`config.mk`:
```
export PLATFORM = sky130hd
export DESIGN_NAME = reset_sequencer
export DESIGN_NICKNAME = d
export VERILOG_FILES = /design/src/rtl/reset_seq_pkg.sv /design/src/rtl/reset_sync.sv /design/src/rtl/reset_sequencer.sv
export SDC_FILE = /design/constraint.sdc
export NUM_CORES = 1
export LEC_CHECK = 0
export ABC_AREA = 1
export CAP_MARGIN = 10
export CELL_PAD_IN_SITES_DETAIL_PLACEMENT = 2
export CELL_PAD_IN_SITES_GLOBAL_PLACEMENT = 2
export CORE_AREA = 2 2 65 61
export CTS_CLUSTER_SIZE = 14
export DETAILED_ROUTE_END_ITERATION = 8
export DIE_AREA = 0 0 67 63
export GPL_TIMING_DRIVEN = 0
export PLACE_DENSITY = 0.74
export REMOVE_ABC_BUFFERS = 1
export SLEW_MARGIN = 30
export SYNTH_ARGS = -nofsm -noshare
export SYNTH_HDL_FRONTEND = slang
export SYNTH_SLANG_ARGS = --single-unit
```
`constraint.sdc`:
```
create_clock -name clk_i -period 1.7 [get_ports clk_i]
set_input_delay 0.17 -clock clk_i [delete_from_list [all_inputs] [get_ports clk_i]]
set_output_delay 0.17 -clock clk_i [all_outputs]
set_load 0.01 [all_outputs]
```
`src/rtl/reset_seq_pkg.sv`:
```
// Shared state/cause encodings, default parameters and a width helper for reset_sequencer.
package reset_seq_pkg;

    typedef enum logic [1:0] {
        SYNC    = 2'd0,
        HOLD    = 2'd1,
        RUN     = 2'd2,
        SW_HOLD = 2'd3
    } state_e;

    typedef enum logic [1:0] {
        CAUSE_HARD = 2'd0,
        CAUSE_SW   = 2'd1,
        CAUSE_WDOG = 2'd2
    } cause_e;

    localparam int DEF_SYNC_STAGES = 2;
    localparam int DEF_HOLD_CYCLES = 16;
    localparam int DEF_CNT_W       = 8;
    localparam int DEF_WDOG_CYCLES = 1024;

    // Bits needed to hold 0..max_val, never narrower than one bit.
    function automatic int cnt_width(input int max_val);
        return (max_val < 2) ? 1 : $clog2(max_val + 1);
    endfunction

endpackage

```
`src/rtl/reset_sync.sv`:
```
// Async-assert / sync-deassert release chain: released_o rises STAGES edges after reset_n_i rises.
module reset_sync
    import reset_seq_pkg::*;
#(
    parameter int STAGES = DEF_SYNC_STAGES
) (
    input  logic clk_i,
    input  logic reset_n_i,
    output logic released_o
);

    logic [STAGES-1:0] chain_q;

    // NOTE: sequential state always uses non-blocking assignments so every flop samples pre-edge values.
    always_ff @(posedge clk_i or negedge reset_n_i) begin
        if (!reset_n_i) begin
            chain_q <= '0;
        end else begin
            chain_q <= {chain_q[STAGES-2:0], 1'b1};
        end
    end

    assign released_o = chain_q[STAGES-1];

endmodule

```
`src/rtl/reset_sequencer.sv`:
```
// Sequenced reset generator: hard-reset release, 4-phase software reset and saturating event count.
// Optional watchdog reset is built in when RESET_SEQUENCER_WDOG_EN is defined.
module reset_sequencer
    import reset_seq_pkg::*;
#(
    parameter int SYNC_STAGES = DEF_SYNC_STAGES,
    parameter int HOLD_CYCLES = DEF_HOLD_CYCLES,
    parameter int CNT_W       = DEF_CNT_W,
    parameter int WDOG_CYCLES = DEF_WDOG_CYCLES
) (
    input  logic             clk_i,
    input  logic             reset_n_i,
    input  logic             sw_reset_req_i,
    output logic             sw_reset_ack_o,
    input  logic             wdog_kick_i,
    output logic             reset_n_o,
    output logic             busy_o,
    output logic             wdog_fired_o,
    output logic [CNT_W-1:0] rst_count_o
);

    localparam int HOLD_W = cnt_width(HOLD_CYCLES);

    state_e            state_q, state_d;
    cause_e            cause_q, cause_d;
    logic [HOLD_W-1:0] hold_q, hold_d;
    logic [CNT_W-1:0]  count_q, count_d;
    logic              ack_q, ack_d;
    logic              reset_n_q;
    logic              busy_q;
    logic              released;
    logic              sw_trigger;
    logic              hold_done;
    logic              wdog_fire;

    reset_sync #(
        .STAGES (SYNC_STAGES)
    ) u_sync (
        .clk_i      (clk_i),
        .reset_n_i  (reset_n_i),
        .released_o (released)
    );

    assign sw_trigger = (state_q == RUN) && sw_reset_req_i && !ack_q;
    assign hold_done  = (hold_q == HOLD_W'(HOLD_CYCLES - 1));

    // NOTE: every output of this block gets a default first, so no path leaves a latch behind.
    always_comb begin
        state_d = state_q;
        cause_d = cause_q;
        hold_d  = hold_q;
        count_d = count_q;
        ack_d   = ack_q && sw_reset_req_i;

        case (state_q)
            SYNC: begin
                // The edge that observes the release already counts as the first hold edge.
                if (released) begin
                    hold_d  = HOLD_W'(1);
                    state_d = (HOLD_CYCLES == 1) ? RUN : HOLD;
                end
            end
            HOLD: begin
                hold_d = hold_q + 1'b1;
                if (hold_done) begin
                    state_d = RUN;
                end
            end
            RUN: begin
                if (sw_trigger || wdog_fire) begin
                    state_d = SW_HOLD;
                    hold_d  = '0;
                    cause_d = sw_trigger ? CAUSE_SW : CAUSE_WDOG;
                    count_d = (count_q == '1) ? count_q : count_q + 1'b1;
                end
            end
            SW_HOLD: begin
                hold_d = hold_q + 1'b1;
                if (hold_done) begin
                    state_d = RUN;
                    if (cause_q == CAUSE_SW) begin
                        ack_d = 1'b1;
                    end
                end
            end
            default: begin
                state_d = SYNC;
                hold_d  = '0;
            end
        endcase
    end

    always_ff @(posedge clk_i or negedge reset_n_i) begin
        if (!reset_n_i) begin
            state_q   <= SYNC;
            cause_q   <= CAUSE_HARD;
            hold_q    <= '0;
            count_q   <= '0;
            ack_q     <= 1'b0;
            reset_n_q <= 1'b0;
            busy_q    <= 1'b1;
        end else begin
            state_q   <= state_d;
            cause_q   <= cause_d;
            hold_q    <= hold_d;
            count_q   <= count_d;
            ack_q     <= ack_d;
            reset_n_q <= (state_d == RUN);
            busy_q    <= (state_d != RUN);
        end
    end

`ifdef RESET_SEQUENCER_WDOG_EN
    localparam int WDOG_W = cnt_width(WDOG_CYCLES - 1);

    logic [WDOG_W-1:0] wdog_q;
    logic              fired_q;

    // A software request on the same edge takes priority over expiry.
    assign wdog_fire = (state_q == RUN) && !sw_trigger && !wdog_kick_i &&
                       (wdog_q == WDOG_W'(WDOG_CYCLES - 1));

    always_ff @(posedge clk_i or negedge reset_n_i) begin
        if (!reset_n_i) begin
            wdog_q  <= '0;
            fired_q <= 1'b0;
        end else begin
            if ((state_q != RUN) || (state_d != RUN) || wdog_kick_i) begin
                wdog_q <= '0;
            end else begin
                wdog_q <= wdog_q + 1'b1;
            end
            fired_q <= wdog_fire;
        end
    end

    assign wdog_fired_o = fired_q;
`else
    logic unused_wdog;

    assign unused_wdog  = ^{wdog_kick_i, 32'(WDOG_CYCLES)};
    assign wdog_fire    = 1'b0;
    assign wdog_fired_o = 1'b0;
`endif

    assign reset_n_o      = reset_n_q;
    assign busy_o         = busy_q;
    assign sw_reset_ack_o = ack_q;
    assign rst_count_o    = count_q;

endmodule

```
# Word-level counts from Yosys, hierarchy flattened
# Index checks and enable logic that the tools add are counted.
[word_totals]
reg_bits = 21
latch_bits = 0
ramBits = 0
mem_bits_ro = 0
inputBits = 4
output_inout_bits = 12
elab_cells = 39
memories = 0
[op_classes]
addsub = 2
mul = 0
div = 0
order_cmp = 0
n_eq_ne = 9
shifts = 0
n_mux = 10
bitwise_logic = 1
reduce_logical = 9
[ops]
columns = ["op", "n"]
rows = [
  ["5-bit case mux with 3 select lines", 1],
  ["5-bit 2-to-1 mux", 2],
  ["8-bit by 1-bit adder with 8-bit output (second input constant)", 1],
  ["8-bit equality test (second input constant)", 1],
  ["2-bit equality test (second input constant)", 3],
  ["2-bit 2-to-1 mux", 3],
  ["2-bit case mux with 3 select lines", 1],
  ["5-bit by 1-bit adder with 5-bit output (second input constant)", 1],
  ["5-bit by 4-bit equality test with 1-bit output (second input constant)", 1],
  ["2-bit != test (second input constant)", 2],
  ["2-bit AND reduction", 2],
  ["1-bit logical AND", 3],
  ["1-bit 2-to-1 mux", 3],
  ["3-bit AND reduction", 1],
  ["2-bit by 1-bit equality test with 1-bit output (second input constant)", 1],
  ["2-bit logical NOT", 1],
  ["2-bit by 1-bit != test with 1-bit output (second input constant)", 1],
  ["2-bit OR reduction", 1],
  ["1-bit logical NOT", 1],
  ["1-bit NOT", 1],
]

# Longest topological paths before layout
# Gate-level depths: netlist of run 1.
[logic_depth]
ltp_word = 6
depth_mapped = 8
mapped_depth_nobuf = 8

# Modules after synthesis
# From an unflattened synthesis of run 1, not the netlist that was laid out.
[hier_totals]
hier_cells = 128
area_unflattened_um2 = 1074.8
[modules_own_cells]
columns = ["module", "n_inst", "cells_each", "area_each_um2"]
rows = [
  ["reset_sequencer", 1, 125, 1021.0],
  ["reset_sync", 1, 3, 53.8],
]

# Worst setup path after synthesis of run 1
# OpenSTA, ideal clock, no wires.
[synth_path]
path_kind = "flip-flop to flip-flop"
from = "register count_q[1], in the netlist rst_count_o[1]"
to = "register count_q[4], in the netlist rst_count_o[4]"
setup_time_ns = 0.116
arrival_time_ns = 1.141
required_ns = 1.584
slack_ns = 0.442
path_stages_with_launch = 9
synth_period_minus_slack_ns = 1.258
path_cell_list = "dfrtp_1 > ha_1 > nand2_2 > nor2_4 > nand2_2 > nand2_4 > inv_4 > nand2_1 > nand2_1"
[synth_via]
elab_chain_len = 3
[synth_rtl]
columns = ["item", "line_no", "text"]
rows = [
  ["from (decl)", "reset_sequencer.sv:27", "logic [CNT_W-1:0] count_q, count_d;"],
  ["from (signal assigned)", "reset_sequencer.sv:106", "count_q <= count_d;"],
  ["branches (longest 3 deep; another with 8-bit by 1-bit adder with 8-bit output)", "--", ""],
]
# Parallel ways; which one is timed is not known.
# A chain may end at the register's enable or synchronous reset.

# Worst setup path after layout of run 1
[layout_path]
from = "register count_q[2], in the netlist rst_count_o[2]"
to = "output port rst_count_o[2]"
[layout_lines]
columns = ["item", "line_no", "text"]
rows = [
  ["to (decl)", "reset_sequencer.sv:19", "output logic [CNT_W-1:0] rst_count_o"],
]
# No word-level cell between the ends.

==> results of run 1 <==
[metal layers]
layer,track usage [%],wire length [um],vias up
met2,20.8,1180,10
met1,18.2,1150,425
li1,-,-,423
met5,0,0,-
met4,3.06,25,0
met3,4.32,68,4
[synth_stat cells (all sizes together)]
cell	number	share of area, %
a21oi	1	0.82
buf	1	0.70
conb	2	0.70
dfrtp	20	47
dfstp	1	2.5
ha	3	3.5
inv	15	5.5
nand2	49	19
nand3	8	3.8
nand4	3	1.8
nor2	12	7.2
o21ai	5	2.7
o21bai	1	0.70
o22ai	1	0.59
or2	2	1.2
xnor2	1	0.82
xor2	2	1.6
[logic make-up (layout without fill, tap and decap cells)]
family          after synthesis  count (layout)  share of synthesized area (%)
compound gates                8               8                           4.81
xor+xnor                      3               3                           2.46
fa+ha+maj                     3               3                           3.52
buf+inv                      16              33                           6.21
flops                        21              21                           49.4
other cells                   2               2                          0.704
simple gates                 74              74                           32.9
[cell type report]
class / count / area [um2]
fill: 419 / 2270
sequential: 21 / 527
multi-input combinational: 90 / 474
timing repair buffer: 14 / 135
inverter: 15 / 58.8
tap: 46 / 57.6
clock buffer: 3 / 41.3
clock inverter: 1 / 5.00
[sequential cells by signal, summed over array words and instances (netlist names)]
register	count
busy_o	1
reset_n_o	1
cause_q	1
u_sync.chain_q	2
hold_q	5
state_q	2
sw_reset_ack_o	1
rst_count_o	8
[stage by stage]
| step | hold WS [ns] | cells | instance area, um2 |
|---|---|---|---|
| 2_1_floorplan | -0.126 | 126 | 1060 |
| 3_3_place_gp | 0.333 | 185 | 1250 |
| 3_5_place_dp | 0.169 | 185 | 1240 |
| 4_1_cts | 0.359 | 190 | 1300 |
| 5_1_grt | 0.373 | 190 | 1300 |
| 6_report | 0.355 | 190 | 1300 |
[power by group through the flow]
stage | Sequential (mW) | Clock [mW] | Combinational, mW
floorplan | 0.805 | 0 | 0.448
global placement | 0.797 | 0 | 0.700
detailed placement | 0.807 | 0 | 0.737
CTS | 0.799 | 0.357 | 0.744
global route | 0.822 | 0.378 | 0.828
finish | 0.795 | 0.338 | 0.720
[worst min-delay path by stage]
stage / from / slack, ns / to / cells past startpoint
CTS: u_sync.chain_q[0] / 0.36 / u_sync.chain_q[1] / 0
global placement: u_sync.chain_q[0] / 0.33 / u_sync.chain_q[1] / 0
finish: u_sync.chain_q[0] / 0.36 / u_sync.chain_q[1] / 0
detailed placement: reset_n_i / 0.17 / hold_q[3] / 1
floorplan: reset_n_i / -0.13 / cause_q[0] / 0
global route: u_sync.chain_q[0] / 0.37 / u_sync.chain_q[1] / 0
==> out/qor.csv, run 1 <==
stage,metric,value,unit
outcome,status,"finished, final reports clean",
power,peak supply drop,636,uV
sta,Layout Skew,0.00404,ns
final_layout,layout cells sized above 1,13.9,%
final_layout,Nets,152,
clock_tree,Post-CTS Hold Buffers,1,
clock_tree,CTS H-tree lvls,1,
clock_tree,Clock transition at path regs,0.08,ns
critical_path,Reg-to-Reg End,state_q[0],
synthesis,post-synthesis cell type count,25,
power,Internal,1.14,mW
synthesis,Syn Std Cell Area,0.00107,mm2
critical_path,crit path kind,flop to output port,
power,P_leak,0.612,nW
critical_path,RR Startpoint,hold_q[0],
clock_tree,cts repair resizes,0,
critical_path,CP cell instances,clkdlybuf4s50_1,
placement,HPWL Detailed,1.93,mm
power,Overall Power,1.85,mW
critical_path,Bufs and invs on worst path,1,
placement,Post-Place Worst Slack,0.255,ns
final_layout,final core utilization,36.3,%
synthesis,yosys warns,0,
critical_path,slowest cell delay on critical path,0.58,ns
grt,number of global-route vias before repair,940,
critical_path,Crit-path slowest cell,clkdlybuf4s50_1,
sta,final setup vio count,0,
clock_tree,TritonCTS Buffers,3,
floorplanning,die area,0.00422,mm2
critical_path,Crit Path Max Fanout,6,
detailed_routing,# DRC,0,
floorplanning,die width,67,um
critical_path,WP data arrival,1.32,ns
critical_path,"Req. time, crit path",1.53,ns
clock_tree,Clock Latency Late Sink,0.27,ns
synthesis,Synth Instances,127,
floorplanning,io pins,16,
power,Comb power frac,38.8,%
critical_path,CP startpoint,rst_count_o[2],
floorplanning,chip height,63,um
sta,Setup WS post-layout,0.215,ns
critical_path,Worst setup SP type,flop,
sta,"Min Clock Period, post-route",1.49,ns
grt,largest net degree at the start of global routing,22,
floorplanning,core area,0.00357,mm2
grt,initial antenna violation count,0,
detailed_routing,Via-to-Cell Ratio,4.54,
critical_path,Reg2Reg Depth,7,
floorplanning,Initial Utilization,29.9,%
detailed_routing,vias,862,
placement,Port Buffer Count,13,
sta,Setup TNS,0,ns
clock_tree,setup bufs post-CTS,0,
final_layout,"commonest non-fill, non-tap cell in the layout",nand2_1,
synthesis,synthesized area per cell,8.40,um2
critical_path,kind of cell adding the most delay to the critical path,buffers and inverters,
grt,remaining global-route overflow,0,
clock_tree,Root Driver,clkbuf_8,
run,max_cap viols,0,
power,Pwr Density,1430,mW/mm2
detailed_routing,Routed WL,2.42,mm
detailed_routing,Pre-antenna DRT Iters,3,
clock_tree,CTS tree,done,
grt,global-route wire length before repair,4.28,mm
power,Sequential Power Share,42.9,%
power,switching share of power,38.5,%
sta,Fin. Hold Viols,0,
clock_tree,CTS sink cnt,21,
detailed_routing,"antenna viol nets, final",0,
final_layout,most frequent cells in the layout,"45 x nand2_1, 20 x dfrtp_1, 12 x inv_1, 12 x clkdlybuf4s50_1, 9 x nor2_1",
sta,crit share post-route,87.4,%
sta,Fmax,673,MHz
final_layout,Area Growth Syn to Fin,21.7,%
detailed_routing,Initial DRC Count,18,
critical_path,"reg-to-reg slack, setup",0.31,ns
sta,Slew Limit Fails,0,
floorplanning,row cnt,21,
power,Psw,714,uW
placement,Final Wtd Congestion,0.692,
clock_tree,Clock Path Buffers,2,
power,clock power share,18.2,%
detailed_routing,routed len/inst,12.8,um
sta,RSZ-0062 raised after global routing,false,
critical_path,crit path capture type,output port,
synthesis,synthesized flop and latch total,21,
synthesis,sequential fraction of the synthesis area,49.4,%
critical_path,crit path to,rst_count_o[2],
final_layout,n_diodes,0,
critical_path,number of cells on the critical path,1,
worst_hold_path,Hold Crit Class,flop to flop,
grt,All-Layer GR Usage,13.5,%
No activity file was read; power rests on OpenSTA's default activity.
==> inputs of run 2 (changes only) <==
Settings changed: SLEW_MARGIN 30 to default.
==> out/qor.csv, run 2 (synthesis gave the netlist of run 1 again) <==
stage,metric,value,unit
detailed_routing,"antenna viol nets, final",0,
clock_tree,Clock Path Buffers,2,
final_layout,FILL cells,415,
outcome,status,"finished, final reports clean",
final_layout,Area Growth Syn to Fin,21.2,%
sta,worst slew pin tran,0.983,ns
clock_tree,cts repair resizes,0,
critical_path,CP cell instances,clkdlybuf4s50_1,
sta,slew margin rel.,34.3,%
sta,crit share post-route,87.0,%
grt,number of global-route vias before repair,926,
clock_tree,Root Driver,clkbuf_8,
placement,Post-Place Worst Slack,0.255,ns
sta,Fin. Hold Viols,0,
critical_path,Crit-path slowest cell,clkdlybuf4s50_1,
floorplanning,io pins,16,
sta,Layout Skew,0.00339,ns
sta,final setup vio count,0,
detailed_routing,vias,851,
sta,"Min Clock Period, post-route",1.48,ns
clock_tree,CTS tree,done,
floorplanning,chip height,63,um
placement,Final Wtd Congestion,0.692,
placement,HPWL Detailed,1.93,mm
critical_path,kind of cell adding the most delay to the critical path,buffers and inverters,
detailed_routing,Via-to-Cell Ratio,4.50,
placement,Port Buffer Count,13,
clock_tree,setup bufs post-CTS,0,
clock_tree,Clock transition at path regs,0.08,ns
grt,global-route wire length before repair,4.34,mm
floorplanning,die area,0.00422,mm2
sta,Setup TNS,0,ns
run,max_cap viols,0,
sta,RSZ-0062 raised after global routing,false,
clock_tree,TritonCTS Buffers,3,
detailed_routing,# DRC,0,
final_layout,"commonest non-fill, non-tap cell in the layout",nand2_1,
clock_tree,CTS sink cnt,21,
critical_path,crit path kind,flop to output port,
sta,Fmax,676,MHz
sta,Slew Limit Fails,0,
critical_path,Worst setup SP type,flop,
floorplanning,Initial Utilization,29.9,%
detailed_routing,Routed WL,2.46,mm
grt,remaining global-route overflow,0,
critical_path,crit path capture type,output port,
detailed_routing,Initial DRC Count,18,
power,Pwr Density,1430,mW/mm2
final_layout,n_diodes,0,
final_layout,most frequent cells in the layout,"45 x nand2_1, 20 x dfrtp_1, 13 x clkdlybuf4s50_1",
critical_path,WP data arrival,1.31,ns
grt,largest net degree at the start of global routing,22,
final_layout,Nets,151,
sta,Setup WS post-layout,0.221,ns
critical_path,"Req. time, crit path",1.53,ns
grt,initial antenna violation count,0,
power,peak supply drop,705,uV
floorplanning,die width,67,um
floorplanning,row cnt,21,
clock_tree,Clock Latency Late Sink,0.26,ns
clock_tree,Post-CTS Hold Buffers,0,
final_layout,layout cells sized above 1,13.3,%
worst_hold_path,Hold Crit Class,flop to flop,
power,P_leak,0.607,nW
final_layout,max reg flops,8,
detailed_routing,routed len/inst,13.0,um
critical_path,slowest cell delay on critical path,0.58,ns
clock_tree,CTS H-tree lvls,1,
floorplanning,core area,0.00357,mm2
critical_path,Bufs and invs on worst path,1,
critical_path,Crit Path Max Fanout,6,
grt,All-Layer GR Usage,13.6,%
detailed_routing,Pre-antenna DRT Iters,3,
-- run 2: cell types whose count changed in the layout (fill, tap and decap cells not counted) --
cell,delta
buf_2,-1
dlygate4sd3_1,-1
clkdlybuf4s50_1,+1
-- run 2: cell type report --
type                       instances  area [um2]  area share, %
tap                               46        57.6           4.45
sequential                        21         527           40.7
multi-input combinational         90         474           36.7
timing repair buffer              13         130           10.1
clock buffer                       3        41.3           3.19
clock inverter                     1        5.00          0.387
inverter                          15        58.8           4.55
-- run 2: final timing paths --
| check | from | end | slack [ns] | cells past startpoint |
|---|---|---|---|---|
| worst max-delay path | rst_count_o[2] | rst_count_o[2] | 0.22 | 1 |
| worst min-delay path | u_sync.chain_q[0] | u_sync.chain_q[1] | 0.35 | 0 |
| worst max register to register | hold_q[0] | state_q[0] | 0.31 | 7 |
| worst min register to register | u_sync.chain_q[0] | u_sync.chain_q[1] | 0.35 | 0 |
| max in group asynchronous | reset_n_i | hold_q[4] | 0.66 | 1 |
| min in group asynchronous | reset_n_i | hold_q[1] | 0.45 | 1 |
-- run 2: metal layers --
layer	up-vias	share of wire, %	global-route usage (%)
met3	2	3.2	4.32
li1	421	-	-
met4	0	0.73	3.06
met1	418	47	18.4
met2	10	49	21.2
met5	-	0	0
-- run 2: power by group --
group	switching, mW	leakage, nW	total (mW)	internal, mW
clock	0.168	0.0255	0.331	0.163
combinational	0.395	0.324	0.718	0.324
sequential	0.144	0.258	0.795	0.651
total	0.706	0.607	1.84	1.14
-- run 2: per-stage QoR --
step	area, um2	hold WS (ns)	util, %	cells	power (mW)
after floorplan	1060	-0.126	-	126	1.25
after global placement	1250	0.333	34.9	185	1.50
after detailed placement	1250	0.340	34.9	185	1.54
after CTS	1290	0.359	36.2	189	1.89
after global routing	1290	0.373	36.2	189	2.02
final	1290	0.354	36.2	189	1.84
==> inputs of run 3 (changes only) <==
Settings changed: CORE_AREA 2 2 65 61 to 2 2 57 70, CTS_CLUSTER_SIZE 14 to default, DIE_AREA 0 0 67 63 to 0 0 59 72, PLACE_DENSITY 0.74 to 0.73.
==> out/qor.csv, run 3 (synthesis gave the netlist of run 1 again) <==
stage,metric,value,unit
floorplanning,row cnt,24,
clock_tree,Root Driver,clkbuf_8,
critical_path,number of cells on the critical path,1,
critical_path,kind of cell adding the most delay to the critical path,buffers and inverters,
detailed_routing,vias,883,
clock_tree,Post-CTS Hold Buffers,0,
grt,All-Layer GR Usage,13.8,%
critical_path,Bufs and invs on worst path,1,
critical_path,CP startpoint,busy_o,
final_layout,n_diodes,0,
floorplanning,die width,59,um
sta,Fmax,673,MHz
critical_path,Reg2Reg Depth,7,
critical_path,"reg-to-reg slack, setup",0.32,ns
critical_path,slowest cell delay on critical path,0.54,ns
detailed_routing,"antenna viol nets, final",0,
floorplanning,core area,0.00354,mm2
sta,Setup WS post-layout,0.213,ns
critical_path,CP cell instances,clkdlybuf4s50_1,
critical_path,Reg-to-Reg End,state_q[0],
detailed_routing,Initial DRC Count,15,
placement,Placed Cells,178,
floorplanning,Initial Utilization,30.1,%
grt,remaining global-route overflow,0,
critical_path,WP data arrival,1.32,ns
clock_tree,cts repair resizes,0,
placement,HPWL Detailed,2.01,mm
clock_tree,setup bufs post-CTS,0,
grt,initial antenna violation count,0,
sta,Setup TNS,0,ns
sta,Slew Limit Fails,0,
power,Pwr Density,1440,mW/mm2
outcome,status,"finished, final reports clean",
grt,number of global-route vias before repair,985,
sta,Layout Skew,0.00192,ns
sta,"Min Clock Period, post-route",1.49,ns
run,max_cap viols,0,
sta,worst slew pin tran,1.01,ns
critical_path,crit path to,busy_o,
placement,Port Buffer Count,13,
critical_path,crit path kind,flop to output port,
final_layout,Area Growth Syn to Fin,20.3,%
power,peak supply drop,446,uV
clock_tree,Clock Path Buffers,2,
detailed_routing,Via-to-Cell Ratio,4.85,
final_layout,layout cells sized above 1,12.6,%
floorplanning,chip height,72,um
placement,Post-Place Worst Slack,0.215,ns
final_layout,"commonest non-fill, non-tap cell in the layout",nand2_1,
placement,Final Wtd Congestion,0.768,
floorplanning,io pins,16,
sta,slew margin rel.,32.7,%
detailed_routing,# DRC,0,
final_layout,max reg flops,8,
grt,global-route wire length before repair,4.48,mm
sta,crit share post-route,87.5,%
critical_path,RR Startpoint,hold_q[0],
final_layout,Layout Cells excl Fill,182,
critical_path,Crit-path slowest cell,clkdlybuf4s50_1,
clock_tree,CTS H-tree lvls,1,
final_layout,most frequent cells in the layout,"45 x nand2_1, 20 x dfrtp_1, 13 x clkdlybuf4s50_1",
sta,Fin. Hold Viols,0,
critical_path,crit path capture type,output port,
sta,RSZ-0062 raised after global routing,false,
worst_hold_path,Hold Crit Class,flop to flop,
clock_tree,TritonCTS Buffers,3,
grt,largest net degree at the start of global routing,22,
sta,final setup vio count,0,
critical_path,Worst setup SP type,flop,
detailed_routing,routed len/inst,13.9,um
final_layout,Nets,151,
floorplanning,die area,0.00425,mm2
critical_path,"Req. time, crit path",1.53,ns
clock_tree,CTS tree,done,
sta,final hold slack,0.364,ns
clock_tree,CTS sink cnt,21,
clock_tree,Clock transition at path regs,0.08,ns
power,P_leak,0.605,nW
detailed_routing,Pre-antenna DRT Iters,2,
clock_tree,Clock Latency Late Sink,0.26,ns
critical_path,Crit Path Max Fanout,1,
detailed_routing,Routed WL,2.53,mm
==> run 3: cell count changes in the layout (fill, tap and decap cells not counted), sizes merged <==
cell	previous run	this run
clkinv	1	0
clkbuf	3	4
==> run 3: how the worst min path moves through the flow <==
stage / start / endpoint / cells after the start
2_1_floorplan: reset_n_i / cause_q[0] / 0
3_3_place_gp: u_sync.chain_q[0] / u_sync.chain_q[1] / 0
3_5_place_dp: u_sync.chain_q[0] / u_sync.chain_q[1] / 0
4_1_cts: u_sync.chain_q[0] / u_sync.chain_q[1] / 0
5_1_grt: u_sync.chain_q[0] / u_sync.chain_q[1] / 0
6_report: u_sync.chain_q[0] / u_sync.chain_q[1] / 0
==> run 3: through the flow <==
stage | total power [mW] | utilization [%] | area [um2]
after global routing | 2.01 | 36.2 | 1280
after floorplan | 1.25 | - | 1060
after detailed placement | 1.56 | 35.0 | 1240
after global placement | 1.50 | 35.0 | 1240
after CTS | 1.91 | 36.2 | 1280
final | 1.85 | 36.2 | 1280
==> run 3: where the power goes <==
part / leakage, nW / switching, mW / internal, mW
logic: 0.324 / 0.399 / 0.327
clock network: 0.0228 / 0.162 / 0.167
registers: 0.258 / 0.142 / 0.651
==> run 3: per-layer routing <==
| metal | routed length [um] | global-route usage [%] | vias up | share of wire [%] |
|---|---|---|---|---|
| met1 | 975 | 14.7 | 446 | 38 |
| li1 | - | - | 422 | - |
| met4 | 22 | 3.79 | 0 | 0.87 |
| met3 | 60 | 1.78 | 4 | 2.4 |
| met2 | 1480 | 27.4 | 11 | 58 |
| met5 | 0 | 0 | - | 0 |
==> run 3: area by class of cell <==
class / count / area [um2]
Inverter: 15 / 58.8
Tap cell: 39 / 48.8
Sequential cell: 21 / 527
Timing Repair Buffer: 13 / 130
Fill cell: 424 / 2260
Multi-Input combinational cell: 90 / 474
Clock buffer: 4 / 45.0
